===== config.mk =====
export PLATFORM = sky130hd
export DESIGN_NAME = cache_mem_arbiter
export DESIGN_NICKNAME = d
export VERILOG_FILES = /design/src/rtl/cache_mem_arbiter.sv
export SDC_FILE = /design/constraint.sdc
export NUM_CORES = 1
export LEC_CHECK = 0
export BUFFER_PORTS_ARGS = -buffer_cell sky130_fd_sc_hd__buf_2
export CAP_MARGIN = 15
export CORE_MARGIN = 2
export CORE_UTILIZATION = 31
export CTS_CLUSTER_DIAMETER = 50
export DETAILED_ROUTE_END_ITERATION = 8
export PLACE_DENSITY = 0.89
export SKIP_CTS_REPAIR_TIMING = 1
export SLEW_MARGIN = 30
export SYNTH_ARGS = -nofsm -noshare
export SYNTH_HDL_FRONTEND = slang
export SYNTH_SLANG_ARGS = --single-unit

===== constraint.sdc =====
create_clock -name clk -period 1.5 [get_ports clk]
set_input_delay 0.075 -clock clk [delete_from_list [all_inputs] [get_ports clk]]
set_output_delay 0.075 -clock clk [all_outputs]
set_load 0.005 [all_outputs]

===== src/rtl/cache_mem_arbiter.sv =====
// Arbitrates the unified memory among I-fill, D-fill and D-store clients (priority: store > D fill > I fill).
// Latency: grant one cycle after a request is seen in IDLE; a fill holds memory CHUNKS*MEM_LAT cycles, a store MEM_LAT.
// Backpressure: losing or late requesters are held off by level request until the current transaction ends.
module cache_mem_arbiter #(
    parameter int MEM_LAT = 4,
    parameter int CHUNKS  = 8,
    parameter int ADDR_W  = 16,
    parameter int DATA_W  = 16
) (
    input  logic              clk,
    input  logic              rst,
    input  logic              i_req,
    input  logic [ADDR_W-1:0] i_mem_addr,
    input  logic              d_req,
    input  logic [ADDR_W-1:0] d_mem_addr,
    input  logic              d_wr_req,
    input  logic [ADDR_W-1:0] d_wr_addr,
    input  logic [DATA_W-1:0] d_wr_data,
    input  logic              mem_data_valid,
    output logic              i_start,
    output logic              d_start,
    output logic              i_data_valid,
    output logic              d_data_valid,
    output logic              i_done,
    output logic              d_done,
    output logic              wr_ack,
    output logic              mem_en,
    output logic              mem_wr,
    output logic [ADDR_W-1:0] mem_addr,
    output logic [DATA_W-1:0] mem_data_in,
    output logic              busy
);

    localparam int FILL_LEN = CHUNKS * MEM_LAT;
    localparam int CNT_W    = $clog2(FILL_LEN + 1);
    localparam logic [CNT_W-1:0] FILL_LAST = CNT_W'(FILL_LEN - 1);
    localparam logic [CNT_W-1:0] WR_LAST   = CNT_W'(MEM_LAT - 1);

    typedef enum logic [1:0] {IDLE, I_FILL, D_FILL, WRITE} state_t;

    state_t           state, state_nxt;
    logic [CNT_W-1:0] cnt, cnt_nxt;

    always_ff @(posedge clk) begin
        if (rst) begin
            state <= IDLE;
            cnt   <= '0;
        end else begin
            state <= state_nxt;
            cnt   <= cnt_nxt;
        end
    end

    // Every transaction ends in IDLE, so a new grant always sees one idle cycle first.
    always_comb begin
        state_nxt = state;
        cnt_nxt   = cnt;
        case (state)
            IDLE: begin
                cnt_nxt = '0;
                if (d_wr_req)   state_nxt = WRITE;
                else if (d_req) state_nxt = D_FILL;
                else if (i_req) state_nxt = I_FILL;
            end
            I_FILL, D_FILL: begin
                if (cnt == FILL_LAST) begin
                    state_nxt = IDLE;
                    cnt_nxt   = '0;
                end else begin
                    cnt_nxt = cnt + CNT_W'(1);
                end
            end
            WRITE: begin
                if (cnt == WR_LAST) begin
                    state_nxt = IDLE;
                    cnt_nxt   = '0;
                end else begin
                    cnt_nxt = cnt + CNT_W'(1);
                end
            end
            default: begin
                state_nxt = IDLE;
                cnt_nxt   = '0;
            end
        endcase
    end

    always_comb begin
        i_start      = 1'b0;
        d_start      = 1'b0;
        i_data_valid = 1'b0;
        d_data_valid = 1'b0;
        i_done       = 1'b0;
        d_done       = 1'b0;
        wr_ack       = 1'b0;
        mem_en       = 1'b0;
        mem_wr       = 1'b0;
        mem_addr     = '0;
        mem_data_in  = '0;
        busy         = (state != IDLE);
        case (state)
            I_FILL: begin
                mem_en       = 1'b1;
                mem_addr     = i_mem_addr;
                i_start      = (cnt == '0);
                i_data_valid = mem_data_valid;
                i_done       = (cnt == FILL_LAST);
            end
            D_FILL: begin
                mem_en       = 1'b1;
                mem_addr     = d_mem_addr;
                d_start      = (cnt == '0);
                d_data_valid = mem_data_valid;
                d_done       = (cnt == FILL_LAST);
            end
            WRITE: begin
                // The store is issued once; remaining cycles just cover the memory latency.
                if (cnt == '0) begin
                    mem_en      = 1'b1;
                    mem_wr      = 1'b1;
                    mem_addr    = d_wr_addr;
                    mem_data_in = d_wr_data;
                end
                wr_ack = (cnt == WR_LAST);
            end
            default: ;
        endcase
    end

endmodule

==> results of run 1 <==
==> layer usage <==
layer / track usage [%] / part of all wire [%] / vias up
met3: 1.92 / 8.2 / 4
met4: 4.35 / 0.85 / 0
met2: 35.2 / 55 / 68
met1: 17.7 / 36 / 638
li1: - / - / 697
met5: 0 / 0 / -
==> placed cells by master (no fill, tap or decap), types with 4 or more instances in the layout <==
master | Yosys | final
buf_4 | 2 | 11
nand2b_1 | 4 | 4
dfxtp_2 | 0 | 4
buf_2 | 0 | 102
inv_1 | 9 | 7
a222oi_1 | 16 | 16
and2_1 | 22 | 13
dfxtp_1 | 8 | 4
nor2_1 | 25 | 24
and2_4 | 0 | 9
ha_1 | 7 | 5
buf_6 | 4 | 12
==> kinds of logic after synthesis <==
group	share of synthesized area, %
AOI/OAI and AO/OA	20.5
DFF	16.2
xor gates and xnor gates	3.54
buffers and inverters	13.7
adders and majority gates	8.86
muxes	2.03
and+or+nand+nor	35.2
==> cells in the mapped netlist, drive strengths merged <==
cell type	count	share of area, %
a211o	2	1.8
a21oi	1	0.51
a222oi	16	16
and2	22	14
buf	6	6.1
clkbuf	3	4.2
dfxtp	8	16
ha	7	8.9
inv	9	3.4
mux2i	2	2.0
nand2	1	0.38
nand2b	4	2.5
nand3	4	2.0
nor2	25	9.5
nor2b	1	0.63
nor3	2	1.0
nor3b	1	0.76
nor4b	2	3.3
o21ai	4	2.0
or3	1	1.1
xnor2	2	1.8
xor2	2	1.8
==> worst min-delay path, delay by kind of cell <==
kind | cells | cell delay (ns)
AND/OR/NAND/NOR | 1 | 0.04
buffers and inverters | 1 | 0.12
AO/OA/AOI/OAI | 1 | 0.13
==> report_power, final <==
part	leakage, nW	switching [W]	total [W]	internal [W]
Sequential	0.0666	0.0000202	0.000265	0.000245
Combinational	0.920	0.000586	0.00131	0.000724
Clock	0.0138	0.0000716	0.000163	0.0000914
Total	1.00	0.000678	0.00174	0.00106
==> flip-flops by register name, summed over array words and instances (netlist names) <==
signal and flops:
state 2, cnt 6
==> final cells by class <==
cell class                 instances  area (um^2)  share of cell area, %
timing repair buffer             130          838                   44.5
clock buffer                       3         22.5                   1.19
multi-input combinational         99          771                   40.9
tap                               44         55.1                   2.92
inverter                           9         33.8                   1.79
sequential                         8          165                   8.76
==> through the flow <==
step	instance area, um^2	instances
5_1_grt	1890	293
6_report	1890	293
3_3_place_gp	1670	286
2_1_floorplan	1010	125
3_5_place_dp	1670	286
4_1_cts	1690	289
==> path summary, 6_finish.rpt <==
| kind | from | end | slack (ns) | cells after the start |
|---|---|---|---|---|
| worst max register to register | cnt[2]$_SDFF_PP0_ | cnt[5]$_SDFF_PP0_ | -0.01 | 6 |
| worst min register to register | cnt[0]$_SDFF_PP0_ | cnt[0]$_SDFF_PP0_ | 0.43 | 1 |
| worst max-delay path | cnt[2]$_SDFF_PP0_ | mem_addr[1] | -0.44 | 7 |
| worst min-delay path | rst | cnt[2]$_SDFF_PP0_ | 0.16 | 3 |
==> results.txt, run 1 <==
The run finished, with violations left. The checks that failed: setup timing. The average via count per standard cell is 4.80. The worst slew margin relative to its limit is 78.5%.

Cells with a size suffix above 1 make up 63.5% of the layout. The final wirelength came out at 3650 um. The fmax is 515 MHz. Clock skew on the completed layout was measured at 0.00335 ns. At the pin with the least slew margin, the transition time is 0.323 ns. The total area inside the core boundary comes to 3050 um^2.

The design draws 0.00174 W. The clock insertion delay at the later pin of the skew report is 0.25 ns. Measured along the x axis, the die boundary spans 60.5 um.

The critical path data required time is 1.42 ns. Compared with the post-synthesis result, the final layout area differs by 90.8%. The period utilization is 129%. The via count came out at 1,407.

The number of antenna violations at the first check in global routing was 0. The post-synth net total came out at 202. The average wire per cell in the routed design came out at 12.5 um.

The final setup violation count is 39. VDD sags by at most 649 uV. The number of input and output port buffers inserted came out at 111. The final critical delay including setup and external delays is 1.94 ns. Setup repair after global routing could not meet its margin everywhere. The number of pins with negative max-slew slack in the final report was 0.

The layout net count is 328. The overall routing resource usage is 17.0%. The netlist area before placement is 988 um^2. The global placement routability congestion came out at 0.778. The clock slew seen by the registers of the worst setup and hold paths is 0.05 ns. Broken down by cell family, the worst path's largest delay share belongs to simple AND/OR/NAND/NOR gates. The I/O pin total is 112.

Synthesis produced 125 cells. The type of the setup path with the least slack is reg -> out. The clock passes through at most 2 buffers. In this run the remaining antenna-violating nets after routing total 0. 0 antenna diodes ended up in the layout.

Walking the worst path, the cells encountered are or3_4, nor4b_4, buf_6, clkbuf_16, a222oi_1, nor2_1, buf_2. The cell area power density came out at 922 nW/um^2. The number of warnings printed during yosys synthesis came out at 0. Of the synthesized area, sequential elements account for 16.2%. Entering global routing, the biggest net connects 34 pins. For this configuration, the core starts out at a cell density of 32.4%.

The total negative slack for setup checks came out at -13.64 ns. In this run, the number of DRC markers left after iteration 0 of detailed routing was 121. The die boundary height came out at 60.5 um. The residual overflow from global routing came out at 0. The worst setup path is launched from a flop. The deepest level of the CTS H-tree came out at 1. The number of max-cap violations is 0. STA classifies the critical path endpoint as an output pin. The number of buffer and inverter stages on the critical path came out at 3. The tree is rooted in a clkbuf_4.

The count of TritonRoute iterations in the first routing pass is 5. The leakage power of the design came out at 1.00 nW. The worst min-delay path class is in -> reg. The CTS buffer count came out at 3. The worst setup slack before clock tree synthesis came out at -0.0952 ns. For this design, the slowest cell found on the critical path is or3_4. The number of hold violations in the final report came to 0.

The stage delay of the slowest cell on the critical path came out at 0.40 ns. The number of global-route vias before repair is 1,179. Of all nets on the critical path, the largest fanout is 8.

The estimated wirelength of the detail-placed design is 2700 um. The cell row count came out at 20. The TritonCTS clock tree is done. The data arrival at the endpoint of the critical path came out at 1.87 ns. The register bit total from synthesis came out at 8. The setup slack after layout is -0.440 ns.

After detailed routing, the number of remaining DRC violations is 0. Counting every sink on the clock net gives 8. In this run the mean area of a mapped cell was 7.91 um^2. The number of different library cells used by synthesis comes to 24. The wire length of the first global-routing pass is 4860 um.

The final hold slack is 0.156 ns. The die area came out at 3660 um^2. The total of fill cells in the finished design came out at 275. The end-of-flow core utilization is 61.8%.
Power figures use the tool's default switching activity.
==> inputs of run 2 (changes only) <==
- CORE_UTILIZATION: 31 -> 34
- CTS_CLUSTER_DIAMETER: 50 -> 150
- PLACE_DENSITY: 0.89 -> 0.92
- clock period: 1.5 -> 2.1 ns (I/O delays scaled with it)
==> run 2 against run 1 <==
The flow now finishes without violations. Clock power is 32% lower. Die area is 8.2% lower. Count of clock-buffer cells in the layout stayed put. Combinational power is 45% lower. Via count is 6.3% lower. Power is 41% lower. Global-route usage is 1.1 points higher. Critical path type unchanged. Critical endpoint is now mem_data_in[0]. Largest cell class is now multi-input gates.
==> results.txt, run 2 (synthesis gave the netlist of run 1 again) <==
Leaving out fill and tap cells, the most frequent cell in the layout is buf_2. The DRC violation count after routing came out at 0. Among all stages on the critical path, the largest delay is contributed by or3_4.

The part of the power in the clock network came out at 10.9%. Traced cell by cell, the critical path runs through or3_4, nor4b_4, buf_4, buf_4, clkbuf_16, and2_1, buf_2. The met1 track utilization from global routing came out at 20.7%. The path class of the tightest hold or removal check is in -> reg. The run finished with clean final reports. Once placement finished, the instance area stood at 1490 um^2. For this configuration, the core starts out at a cell density of 35.8%. The number of antenna violations at the first check in global routing is 0. Setup slack on the worst reg-to-reg path comes out at 0.53 ns.

The antenna diode count is 0. For the pin with the worst max-slew slack, the measured transition is 0.648 ns. Entering global routing, the biggest net connects 35 pins.

The estimated wirelength of the detail-placed design is 2550 um. The CTS root buffer is clkbuf_4. The cell depth of the worst flop-to-flop path is 6. The die area is 3350 um^2. The fraction of power consumed by combinational cells is 70.4%. The number of hold violations in the final report is 0. The share of post-route cells with drive strength above 1 came out at 52.5%. The worst-case clock buffer depth came out at 2. The fmax came out at 490 MHz. The number of input and output port buffers inserted is 111.

Across the run, the number of max-cap violations was 0. STA classifies the critical path endpoint as an output pin. The maximum vdd drop came out at 495 uV.

The average wire per cell in the routed design came out at 12.6 um. The worst slew margin relative to its limit came out at 56.8%. The CTS buffer count is 3. In this run the remaining antenna-violating nets after routing total 0. The final hold slack is 0.176 ns. The storage element area came out at 163 um^2. In this run the power density over the cells is 639 nW/um^2.

Row generation in the floorplan step produced 19 rows. The final critical delay including setup and external delays is 2.04 ns. Among the stages of the critical path, the cell type that occurs most often is buf_4. The I/O pin total came out at 112. TritonCTS built the clock tree.

The critical path in this run is classified as reg -> out. The count of TritonRoute iterations in the first routing pass is 5. The maximum fanout along the worst path came out at 17. The met2 layer usage reported by global route is 34.1%.

The sequential cell fraction of total power is 18.8%. The leakage power of the design is 0.885 nW. The deepest level of the CTS H-tree is 1. The most critical setup path has its startpoint at cnt[5]$_SDFF_PP0_. Counting flops per register, the top entry is cnt. The largest registers in the layout are cnt x6, state x2. After global routing, the most crowded layer is met2. The total number of clock tree sinks came out at 8. The worst path uses 97.2% of the clock period.

The flip-flop count of the largest register, all copies and words added is 6. The internal power consumption is 0.000593 W. The clock insertion delay at the later pin of the skew report came out at 0.25 ns. The overall routing resource usage came out at 18.0%. The residual overflow from global routing came out at 0. The congestion estimate from routability-driven global placement came to 0.782.

The setup clock skew after layout came out at 0.000961 ns. The worst setup path is launched from a flop. The global-route met3 utilization came out at 1.79%.

The final setup violation count is 0. The relative area change from synthesis to final layout came out at 61.8%. The die boundary height is 57.9 um. In this design, the stage delay of the slowest critical-path cell is 0.42 ns.

The number of pins with negative max-slew slack in the final report was 0. The setup slack after layout came out at 0.0593 ns. Net switching is 42.0% of the power. Once layout is done, the placed cells without fillers occupy 1600 um^2. The core footprint is 2760 um^2.

After detailed routing, the total wire length is 3350 um. Before CTS, the worst setup slack after placement is 0.311 ns. The number of global-route vias before repair came out at 1,192.

The critical path data required time came out at 2.00 ns. The clock slew seen by the registers of the worst setup and hold paths came out at 0.05 ns. The total negative slack for setup checks came out at 0 ns.

The net switching power of the design came out at 0.000429 W. In the layout the commonest cells are buf_2 (111), nor2_1 (25), and2_1 (22), a222oi_1 (16), inv_1 (9). The startpoint of the most critical register-to-register path is state[1]$_SDFFE_PP0P_. Dividing the detail-routed via count by the number of cells gives 4.94. Following the worst setup path forward leads to its endpoint at mem_data_in[0].

After the last flow step, the layout net total stands at 315. The multi-input combinational cell area came out at 693 um^2. The via count came out at 1,319. The wire length of the first global-routing pass came out at 4890 um. For this block, the initial DRC count from the detailed router was 146. The chip width came out at 57.9 um.

The total of fill cells in the finished design came out at 244. The data arrival at the endpoint of the critical path is 1.94 ns. The endpoint identified for the worst register-to-register timing path is state[1]$_SDFFE_PP0P_.
## run 2: worst min-delay path by stage
stage                     depth (start not counted)     start  slack (ns)                     to
after floorplan                                   2       rst        0.28      cnt[2]$_SDFF_PP0_
after global placement                            3  d_wr_req        0.41  state[1]$_SDFFE_PP0P_
after detailed placement                          3  d_wr_req        0.43  state[1]$_SDFFE_PP0P_
after CTS                                         3  d_wr_req        0.16  state[1]$_SDFFE_PP0P_
after global routing                              3  d_wr_req        0.20  state[0]$_SDFFE_PP0P_
final                                             3  d_wr_req        0.18  state[0]$_SDFFE_PP0P_
## run 2: worst max-delay path, delay by kind of cell (launching register included)
family | cells | cell delay, ns
AND/OR/NAND/NOR | 3 | 0.81
buffers and inverters | 4 | 0.54
flip-flops | 1 | 0.33
## run 2: area by class of cell
| class | count | area share, % |
|---|---|---|
| clock buffers | 3 | 1.41 |
| multi-input cells | 99 | 43.3 |
| flip-flops and latches | 8 | 10.2 |
| repair buffers | 117 | 40.5 |
| well taps | 31 | 2.43 |
| inverters | 9 | 2.11 |
## run 2: per-layer routing
layer  up-vias  wire length (um)
met5         -                 0
met4         0                 0
met3         0               263
met2        58              1740
met1       590              1350
li1        671                 -
## run 2: power by group through the flow
stage	Combinational, W	Sequential (W)	Clock [W]
global placement	0.000672	0.000192	0
floorplan	0.000513	0.000189	0
detailed placement	0.000680	0.000194	0
finish	0.000719	0.000192	0.000111
CTS	0.000683	0.000191	0.000118
global route	0.000794	0.000196	0.000126
## run 2: metrics by stage
stage / total power, W / cells / utilization, %
after floorplan: 0.000702 / 125 / -
after global placement: 0.000865 / 259 / 54.0
after detailed placement: 0.000874 / 259 / 54.0
after CTS: 0.000992 / 262 / 54.8
after global routing: 0.00112 / 267 / 58.0
final: 0.00102 / 267 / 58.0
